### config.mk
export PLATFORM = sky130hd
export DESIGN_NAME = div_unit_seq
export DESIGN_NICKNAME = d
export VERILOG_FILES = /design/src/rtl/rv32im_pkg.sv /design/src/rtl/div_step.sv /design/src/rtl/div_unit_seq.sv
export SDC_FILE = /design/constraint.sdc
export NUM_CORES = 1
export LEC_CHECK = 0
export ABC_CLOCK_PERIOD_IN_PS = 7200
export BUFFER_PORTS_ARGS = -buffer_cell sky130_fd_sc_hd__buf_4
export CORE_UTILIZATION = 65
export CTS_BUF_LIST = sky130_fd_sc_hd__clkbuf_8
export CTS_CLUSTER_SIZE = 28
export DETAILED_ROUTE_END_ITERATION = 8
export PLACE_DENSITY = 0.85
export SLEW_MARGIN = 20
export SYNTH_ARGS = -nofsm -noshare
export SYNTH_HDL_FRONTEND = slang
export SYNTH_SLANG_ARGS = --single-unit
export TNS_END_PERCENT = 100
### constraint.sdc
create_clock -name clk -period 7.2 [get_ports clk]
set_input_delay 0.36 -clock clk [delete_from_list [all_inputs] [get_ports clk]]
set_output_delay 0.36 -clock clk [all_outputs]
set_load 0.03 [all_outputs]
### src/rtl/rv32im_pkg.sv
// Shared types and constants for the RV32IM divide unit.
//   div_op_t    : funct3[1:0] encoding of DIV/DIVU/REM/REMU
//   div_state_t : divider sequencer states
//   XLEN        : default operand width
//   div_zero_quot / div_ovf_quot : RISC-V special-case quotient constants,
//                 returned 64 bits wide and sliced by the caller to its width.
package rv32im_pkg;

  localparam int XLEN = 32;

  typedef enum logic [1:0] {
    OP_DIV  = 2'b00,
    OP_DIVU = 2'b01,
    OP_REM  = 2'b10,
    OP_REMU = 2'b11
  } div_op_t;

  typedef enum logic [1:0] {
    IDLE = 2'd0,
    CALC = 2'd1,
    FIN  = 2'd2
  } div_state_t;

  // Quotient for x/0: all ones at width w.
  function automatic logic [63:0] div_zero_quot(input int unsigned w);
    return ~64'd0 >> (64 - w);
  endfunction

  // Quotient for -2^(w-1) / -1: the most negative value at width w.
  function automatic logic [63:0] div_ovf_quot(input int unsigned w);
    return 64'd1 << (w - 1);
  endfunction

endpackage

### src/rtl/div_step.sv
// One restoring-division iteration (combinational).
//   rem_i/dvd_i/dvs_i : partial remainder, shifting dividend, divisor
//   rem_o             : next partial remainder
//   dvd_o             : dividend shifted left by one (LSB zero)
//   q_bit_o           : quotient bit produced by this step
module div_step #(
  parameter int W = 32
) (
  input  logic [W-1:0] rem_i,
  input  logic [W-1:0] dvd_i,
  input  logic [W-1:0] dvs_i,
  output logic [W-1:0] rem_o,
  output logic [W-1:0] dvd_o,
  output logic         q_bit_o
);

  // The shifted remainder carries one extra bit: with a divisor near 2^W the
  // partial remainder can exceed W bits for one step before the subtract.
  logic [W:0] rem_sh;

  always_comb begin
    rem_sh  = {rem_i, dvd_i[W-1]};
    q_bit_o = (rem_sh >= {1'b0, dvs_i});
    rem_o   = q_bit_o ? rem_sh[W-1:0] - dvs_i : rem_sh[W-1:0];
    dvd_o   = {dvd_i[W-2:0], 1'b0};
  end

endmodule

### src/rtl/div_unit_seq.sv
// Iterative radix-2 restoring divider for RV32IM DIV/DIVU/REM/REMU.
// Optional feature macro: DIV_EARLY_OUT_EN (divide-by-zero, signed overflow
// and dividend<divisor finish in two cycles instead of XLEN+2).
// Ports:
//   clk, reset      : rising-edge clock, async active-high reset
//   start, op       : launch request and funct3[1:0] operation
//   rs1_val/rs2_val : dividend / divisor
//   kill            : synchronous abort, wins over start
//   busy            : operation in flight
//   done            : one-cycle pulse, result valid
//   result          : quotient or remainder, held until next done
module div_unit_seq #(
  parameter int XLEN  = rv32im_pkg::XLEN,
  parameter int CNT_W = $clog2(XLEN)
) (
  input  logic            clk,
  input  logic            reset,
  input  logic            start,
  input  logic [1:0]      op,
  input  logic [XLEN-1:0] rs1_val,
  input  logic [XLEN-1:0] rs2_val,
  input  logic            kill,
  output logic            busy,
  output logic            done,
  output logic [XLEN-1:0] result
);
  import rv32im_pkg::*;

  div_state_t       state_q, state_d;
  logic [CNT_W-1:0] cnt_q, cnt_d;
  logic [XLEN-1:0]  rem_q, rem_d;
  logic [XLEN-1:0]  dvd_q, dvd_d;
  logic [XLEN-1:0]  dvs_q, dvs_d;
  logic [XLEN-1:0]  quo_q, quo_d;
  logic             q_neg_q, q_neg_d;
  logic             r_neg_q, r_neg_d;
  logic             sel_rem_q, sel_rem_d;
  logic             done_q, done_d;
  logic [XLEN-1:0]  result_q, result_d;

  logic [XLEN-1:0]  step_rem, step_dvd;
  logic             step_q;

  logic             is_signed, s1, s2, dz;
  logic [XLEN-1:0]  a1, a2;

`ifdef DIV_EARLY_OUT_EN
  localparam logic [63:0] DZ_Q64  = div_zero_quot(XLEN);
  localparam logic [63:0] OVF_Q64 = div_ovf_quot(XLEN);
  logic ovf, lt;
`endif

  div_step #(.W(XLEN)) u_step (
    .rem_i  (rem_q),
    .dvd_i  (dvd_q),
    .dvs_i  (dvs_q),
    .rem_o  (step_rem),
    .dvd_o  (step_dvd),
    .q_bit_o(step_q)
  );

  always_comb begin
    // Operand magnitudes; |-2^(XLEN-1)| wraps to itself, read as unsigned.
    is_signed = ~op[0];
    s1        = is_signed & rs1_val[XLEN-1];
    s2        = is_signed & rs2_val[XLEN-1];
    a1        = s1 ? -rs1_val : rs1_val;
    a2        = s2 ? -rs2_val : rs2_val;
    dz        = (rs2_val == '0);
`ifdef DIV_EARLY_OUT_EN
    ovf       = is_signed && (rs1_val == OVF_Q64[XLEN-1:0]) && (rs2_val == '1);
    lt        = !dz && (a1 < a2);
`endif

    state_d   = state_q;
    cnt_d     = cnt_q;
    rem_d     = rem_q;
    dvd_d     = dvd_q;
    dvs_d     = dvs_q;
    quo_d     = quo_q;
    q_neg_d   = q_neg_q;
    r_neg_d   = r_neg_q;
    sel_rem_d = sel_rem_q;
    result_d  = result_q;
    done_d    = 1'b0;

    unique case (state_q)
      IDLE: begin
        if (start) begin
          rem_d     = '0;
          dvd_d     = a1;
          dvs_d     = a2;
          quo_d     = '0;
          // Divide by zero: the restoring loop yields all-ones naturally,
          // so only suppress the quotient negation.
          q_neg_d   = (s1 ^ s2) & ~dz;
          r_neg_d   = s1;
          sel_rem_d = op[1];
          cnt_d     = CNT_W'(XLEN - 1);
          state_d   = CALC;
`ifdef DIV_EARLY_OUT_EN
          if (dz) begin
            quo_d   = DZ_Q64[XLEN-1:0];
            rem_d   = a1;
            state_d = FIN;
          end else if (ovf) begin
            quo_d   = OVF_Q64[XLEN-1:0];
            q_neg_d = 1'b0;
            rem_d   = '0;
            state_d = FIN;
          end else if (lt) begin
            quo_d   = '0;
            rem_d   = a1;
            state_d = FIN;
          end
`endif
        end
      end
      CALC: begin
        rem_d = step_rem;
        dvd_d = step_dvd;
        quo_d = {quo_q[XLEN-2:0], step_q};
        if (cnt_q == '0) state_d = FIN;
        else             cnt_d   = cnt_q - 1'b1;
      end
      FIN: begin
        result_d = sel_rem_q ? (r_neg_q ? -rem_q : rem_q)
                             : (q_neg_q ? -quo_q : quo_q);
        done_d   = 1'b1;
        state_d  = IDLE;
      end
      default: state_d = IDLE;
    endcase

    // Flush: drop whatever is in flight, keep the last delivered result.
    if (kill) begin
      state_d  = IDLE;
      done_d   = 1'b0;
      result_d = result_q;
    end
  end

  always_ff @(posedge clk or posedge reset) begin
    if (reset) begin
      state_q   <= IDLE;
      cnt_q     <= '0;
      rem_q     <= '0;
      dvd_q     <= '0;
      dvs_q     <= '0;
      quo_q     <= '0;
      q_neg_q   <= 1'b0;
      r_neg_q   <= 1'b0;
      sel_rem_q <= 1'b0;
      done_q    <= 1'b0;
      result_q  <= '0;
    end else begin
      state_q   <= state_d;
      cnt_q     <= cnt_d;
      rem_q     <= rem_d;
      dvd_q     <= dvd_d;
      dvs_q     <= dvs_d;
      quo_q     <= quo_d;
      q_neg_q   <= q_neg_d;
      r_neg_q   <= r_neg_d;
      sel_rem_q <= sel_rem_d;
      done_q    <= done_d;
      result_q  <= result_d;
    end
  end

  assign busy   = (state_q != IDLE);
  assign done   = done_q;
  assign result = result_q;

endmodule

# Word level (Yosys, flattened, before mapping)

Cells that the tools add are included.
W data, S select, Z words.

Flip-flop bits (word level): 171
Latch bits: 0
Memory bits (writable): 0
Memory bits (read-only): 0
Input bits: 70
Output and inout port bits: 34
Word-level logic and storage cells: 61
Memories: 0

Add/sub/neg operators: 6
Multiply operators: 0
Div/mod/pow operators: 0
Magnitude comparators: 1
Equality and inequality tests: 6
Shift operators: 0
Mux-type cells: 20
Bitwise logic cells: 7
Reductions and logical operators: 10

Operators by type and width:

| operator              | count |
|---|---|
| $mux W32              | 8 |
| $pmux W32 S2          | 3 |
| $neg A32 Y32          | 4 |
| $ge A33 B32 Y1        | 1 |
| $logic_not A32 Y1     | 1 |
| $sub A32 B32 Y32      | 1 |
| $mux W5               | 2 |
| $pmux W5 S2           | 1 |
| $reduce_and A2 Y1     | 4 |
| $mux W2               | 3 |
| $ne A3 B3 Y1 const B  | 2 |
| $logic_not A5 Y1      | 1 |
| $sub A5 B1 Y5 const B | 1 |
| $ne A2 B2 Y1 const B  | 2 |
| $pmux W2 S2           | 1 |
| $reduce_bool A2 Y1    | 2 |
| $and A1 B1 Y1         | 3 |
| $not A1 Y1            | 3 |
| $reduce_and A3 Y1     | 1 |
| $eq A2 B1 Y1 const B  | 1 |
| $eq A2 B2 Y1 const B  | 1 |
| $logic_not A2 Y1      | 1 |
| $mux W1               | 2 |
| $xor A1 B1 Y1         | 1 |

# Longest topological paths before layout

Depth after elaboration: 5
Mapped depth: 13
Gate-level depth less buffers: 13

# Cells and area by module

Synthesis repeated with hierarchy kept, for this count alone.

Cell total of the unflattened synthesis: 1479
Area, all modules: 12314.3 um^2

By module, submodules not included:

| module       | instances | cells an instance | area an instance (um^2) | sequential area each (um^2) |
|---|---|---|---|---|
| div_unit_seq | 1         | 1111              | 9581.7                  | 4279.1 |
| div_step     | 1         | 368               | 2732.6                  | 0.0 |

# Worst setup path before layout

Ideal clock, no wire load.

Kind: register -> register
Start: register dvd_q[31]
End: register rem_q[30]
Setup time: 0.134 ns
Data arrival time: 3.093 ns
Data required time: 7.066 ns
Path slack: 3.973 ns
Stages on the path, launching flop included: 14
Path buffers: 0
Period minus slack after synthesis: 3.227 ns
Cells stage by stage: dfrtp_1 inv_1 ha_1 inv_1 fa_1 a21o_1 a221oi_1 or4_1 nand3_1 a221o_1 a31o_2 and4b_1 a2111oi_0 o21ai_0

Longest elaborated chain between the ends: 3
Elaborated cells on any way between the ends: 4
Classes of those cells: 1 x add/sub; 1 x order compare; 2 x mux

Ends and longest elaborated chain:

| item                                               | RTL line                       | RTL |
|---|---|---|
| from (decl)                                        | div_unit_seq.sv:32             | `logic [XLEN-1:0] dvd_q, dvd_d;` |
| from (signal assigned)                             | div_unit_seq.sv:160            | `dvd_q <= dvd_d;` |
| $sub A32 B32 Y32 or $ge A33 B32 Y1 (tied branches) | div_step.sv:24, div_step.sv:23 |  |
| $mux W32 *                                         | div_step.sv:24                 | `rem_o = q_bit_o ? rem_sh[W-1:0] - dvs_i : rem_sh[W-1:0];` |
| $pmux W32 S2 *                                     | div_unit_seq.sv:87             | `unique case (state_q)` |
| to (signal assigned)                               | div_unit_seq.sv:159            | `rem_q <= rem_d;` |
| to (decl)                                          | div_unit_seq.sv:31             | `logic [XLEN-1:0] rem_q, rem_d;` |

Mark *: on every way between the ends. The rest lies on a longest branch, timed or not.
A chain may end at the register's enable or synchronous reset.

# Worst setup path in the final report

Ends and elaborated chain as after synthesis.

==> metrics.md <==
| Metric | Value |
|---|---|
| CTS resizes | `0` |
| Register-to-register setup slack | `3.49 ns` |
| Worst r2r path cells | `13` |
| CP Max Fanout | `4` |
| Sequential share of power | `0.286` |
| Area grow syn2layout | `10.8%` |
| Mapped Area | `11300 sq um` |
| Hold Buf Count CTS | `0` |
| Pin count of the biggest net entering global routing | `109` |
| Avg Synthesized Cell Area | `8.51 sq um` |
| Setup CP Type | `flip-flop to flip-flop` |
| Max-slew violations | `0` |
| Clock slew at reported path FFs | `0.10 ns` |
| Fmax achieved | `270 MHz` |
| Final Skew | `0.0177 ns` |
| DR WL met2 | `14600 um` |
| Post-synthesis sequential area ratio | `0.379` |
| RR Startpoint | `dvd_q[31]$_DFFE_PP0P_` |
| Global route overflow | `0` |
| Post-synthesis mux area share | `0.00897` |
| Largest family of logic cells by synthesized area | `compound AO/OA/AOI/OAI gates` |
| Predominant post-synthesis flop cell | `dfrtp_1` |
| Layout Cells excl Fill | `1617` |
| Setup Total Neg Slack | `0 ns` |
| Comb pwr share | `0.582` |
| Drt pass-1 iters | `5` |
| Pwr dens | `418 nW/um^2` |
| Final Hold Vio Count | `0` |
| NetSw | `2.52 mW` |
| Critical Path AT | `4.06 ns` |
| Compound-Gate Fraction of Synth Area | `0.255` |
| Htree depth | `4` |
| Most frequent cells in the layout | `o21ai_0, dfrtp_1, nand2_1` |
| Hold wc startpoint | `kill` |
| Fin crit period | `3.71 ns` |
| Critical Path RT | `7.55 ns` |
| IO Pins | `104` |
| Die Wd | `134 um` |
| Cells after DPL | `1585` |
| Post-DR vias/cell | `6.34` |
| Simple-gate share of the synthesized area | `0.154` |
| Worst slew pin tran | `1.05 ns` |
| Initial antenna violation count | `0` |
| Core Rows | `47` |
| Hold Crit Depth | `2` |
| Via count | `10300` |
| Antenna diode count | `0` |
| Sw Ratio | `0.481` |
| Status | `completed` |
| EDFF count, synth | `0` |
| DRC violations left | `0` |
| Post-synth ARST share | `1.00` |
| Die Span Y | `134 um` |
| Clock power frac | `0.132` |
| Syn Inst Count | `1327` |
| Highest metal layer with signal wires | `met4` |
| Met3 WL post-DR | `1710 um` |
| Setup Fix Bufs, Post-CTS | `0` |
| Max-cap violations | `0` |
| Cell variety after synth | `69` |
| Wire length of the first global-routing pass | `48600 um` |
| CTS Root Buffer Type | `clkbuf_8` |
| Total global-route track usage | `0.342` |
| Max-slew headroom | `0.300` |
| CP startpoint kind | `flip-flop` |
| CTS buffer count | `17` |
| Final WL | `29500 um` |
| Worst Setup End Kind | `flip-flop` |
| Clk_lat worst skew | `0.48 ns` |
| CTS max path bufs | `2` |
| Vias in the first global route | `9763` |
| Share of cells above drive strength 1 | `0.121` |
| I/O Buffers | `103` |
| Tcrit/Tclk final | `0.515` |
| Endpoints failing setup | `0` |
| Worst IR Drop VDD | `0.000405 V` |
| Adder-Cell Fraction of Synth Area | `0.0439` |
| # clock sinks | `171` |
| CTS tree | `built` |
| Hold WC Path Type | `input port to flip-flop` |
| Synth Warn # | `0` |
| Lkg Pwr | `5.66 nW` |
| Post-Synth XOR/XNOR Area | `0.111` |
| Metal-1 WL | `12600 um` |
| DIE AREA | `17900 sq um` |
| Dpl hpwl | `21300 um` |
| RSZ-0062 raised after global routing | `no` |
| Reg2reg end | `rem_q[30]$_DFFE_PP0P_` |
| Wire per inst | `18.3 um` |
| DRT iter0 DRCs | `842` |
| #FFs+latches synth | `171` |
| GPL Wtd Cong | `0.987` |
| DRT antenna net count | `0` |
| Nets | `1493` |
| Starting Density | `0.674` |
| Internal | `2.72 mW` |
| Hold EP | `state_q[1]$_DFFE_PP0P_` |
| Syn_nets | `1436` |
| Core area | `16800 sq um` |
-- flip-flops by register name, summed over array words and instances, names as in the netlist --
register	count
dvd_q	32
q_neg_q	1
quo_q	32
state_q	2
rem_q	32
r_neg_q	1
cnt_q	5
done	1
dvs_q	32
sel_rem_q	1
result	32
-- power groups by stage --
| stage | sequential [mW] | combinational [mW] | clock [mW] |
|---|---|---|---|
| finish | 1.50 | 3.04 | 0.688 |
| global route | 1.53 | 3.34 | 0.729 |
| CTS | 1.49 | 3.01 | 0.691 |
| detailed placement | 1.51 | 2.99 | 0 |
| global placement | 1.50 | 2.93 | 0 |
| floorplan | 1.57 | 2.14 | 0 |
-- logic make-up (layout without fill, tap and decap cells) --
kind of cell               count (synthesis)  count (layout)
buffers and inverters                    136             206
DFF                                      171             171
muxes                                     10              10
AOI/OAI and AO/OA                        463             463
xor gates and xnor gates                 143             143
adders and majority gates                 39              39
and+or+nand+nor                          365             365
-- cells in the mapped netlist, drive strengths merged (12+ instances only) --
master / n / area, sq um
a22oi: 17 / 128
xnor2: 73 / 639
dfrtp: 171 / 4280
inv: 63 / 236
a21oi: 95 / 475
or4: 13 / 105
ha: 38 / 475
buf: 13 / 73.8
nand2: 161 / 604
nor3: 23 / 115
a31oi: 12 / 75.1
nand2b: 17 / 144
clkbuf: 58 / 218
a21o: 15 / 113
a22o: 32 / 282
xor2: 70 / 613
o22ai: 32 / 200
nor2: 80 / 300
nor4: 12 / 75.1
o21ai: 174 / 871
o31ai: 31 / 265
or3: 16 / 101
-- routing by layer --
metal,track usage,vias up
li1,-,4866
met1,0.450,4947
met2,0.579,385
met3,0.0593,56
met4,0.102,0
met5,0,-
-- worst max-delay path, cell delays in order (launching register included) --
cell and delay [ns]:
dfrtp_1 0.40, inv_1 0.06, ha_1 0.15, inv_1 0.06
fa_1 0.40, a21o_1 0.21, a221oi_1 0.52, or4_1 0.28
nand3_1 0.11, a221o_1 0.40, a31o_2 0.28, and4b_1 0.20
a2111oi_0 0.40, o21ai_0 0.13
-- through the flow --
step / worst slack [ns] / total power [mW] / hold WS, ns / utilization / instance area [sq um]
floorplan: 2.21 / 3.71 / 0.426 / - / 11300
global placement: 3.69 / 4.42 / 0.461 / 0.723 / 12100
detailed placement: 3.61 / 4.50 / 0.471 / 0.723 / 12100
CTS: 3.58 / 5.19 / 0.0578 / 0.747 / 12500
global route: 3.34 / 5.59 / 0.0591 / 0.747 / 12500
finish: 3.49 / 5.23 / 0.0769 / 0.747 / 12500
-- worst max path at each step --
stage / from / endpoint / slack, ns / cells after the start
finish: dvd_q[31]$_DFFE_PP0P_ / rem_q[30]$_DFFE_PP0P_ / 3.49 / 13
floorplan: reset / cnt_q[0]$_DFFE_PP0P_ / 2.21 / 1
global placement: dvd_q[31]$_DFFE_PP0P_ / rem_q[30]$_DFFE_PP0P_ / 3.69 / 13
global route: dvd_q[31]$_DFFE_PP0P_ / rem_q[30]$_DFFE_PP0P_ / 3.34 / 13
detailed placement: dvd_q[31]$_DFFE_PP0P_ / rem_q[30]$_DFFE_PP0P_ / 3.61 / 13
CTS: dvd_q[31]$_DFFE_PP0P_ / rem_q[30]$_DFFE_PP0P_ / 3.58 / 13
-- layout make-up --
class                   count  area, sq um
multi-input cells        1020         6500
well taps                 220          275
clock buffers              19          262
inverters                  63          241
fillers                  1292         4240
flip-flops and latches    171         4280
clock inverters            13          130
repair buffers            111          833
Note: power is estimated with default switching activity, not from simulation.
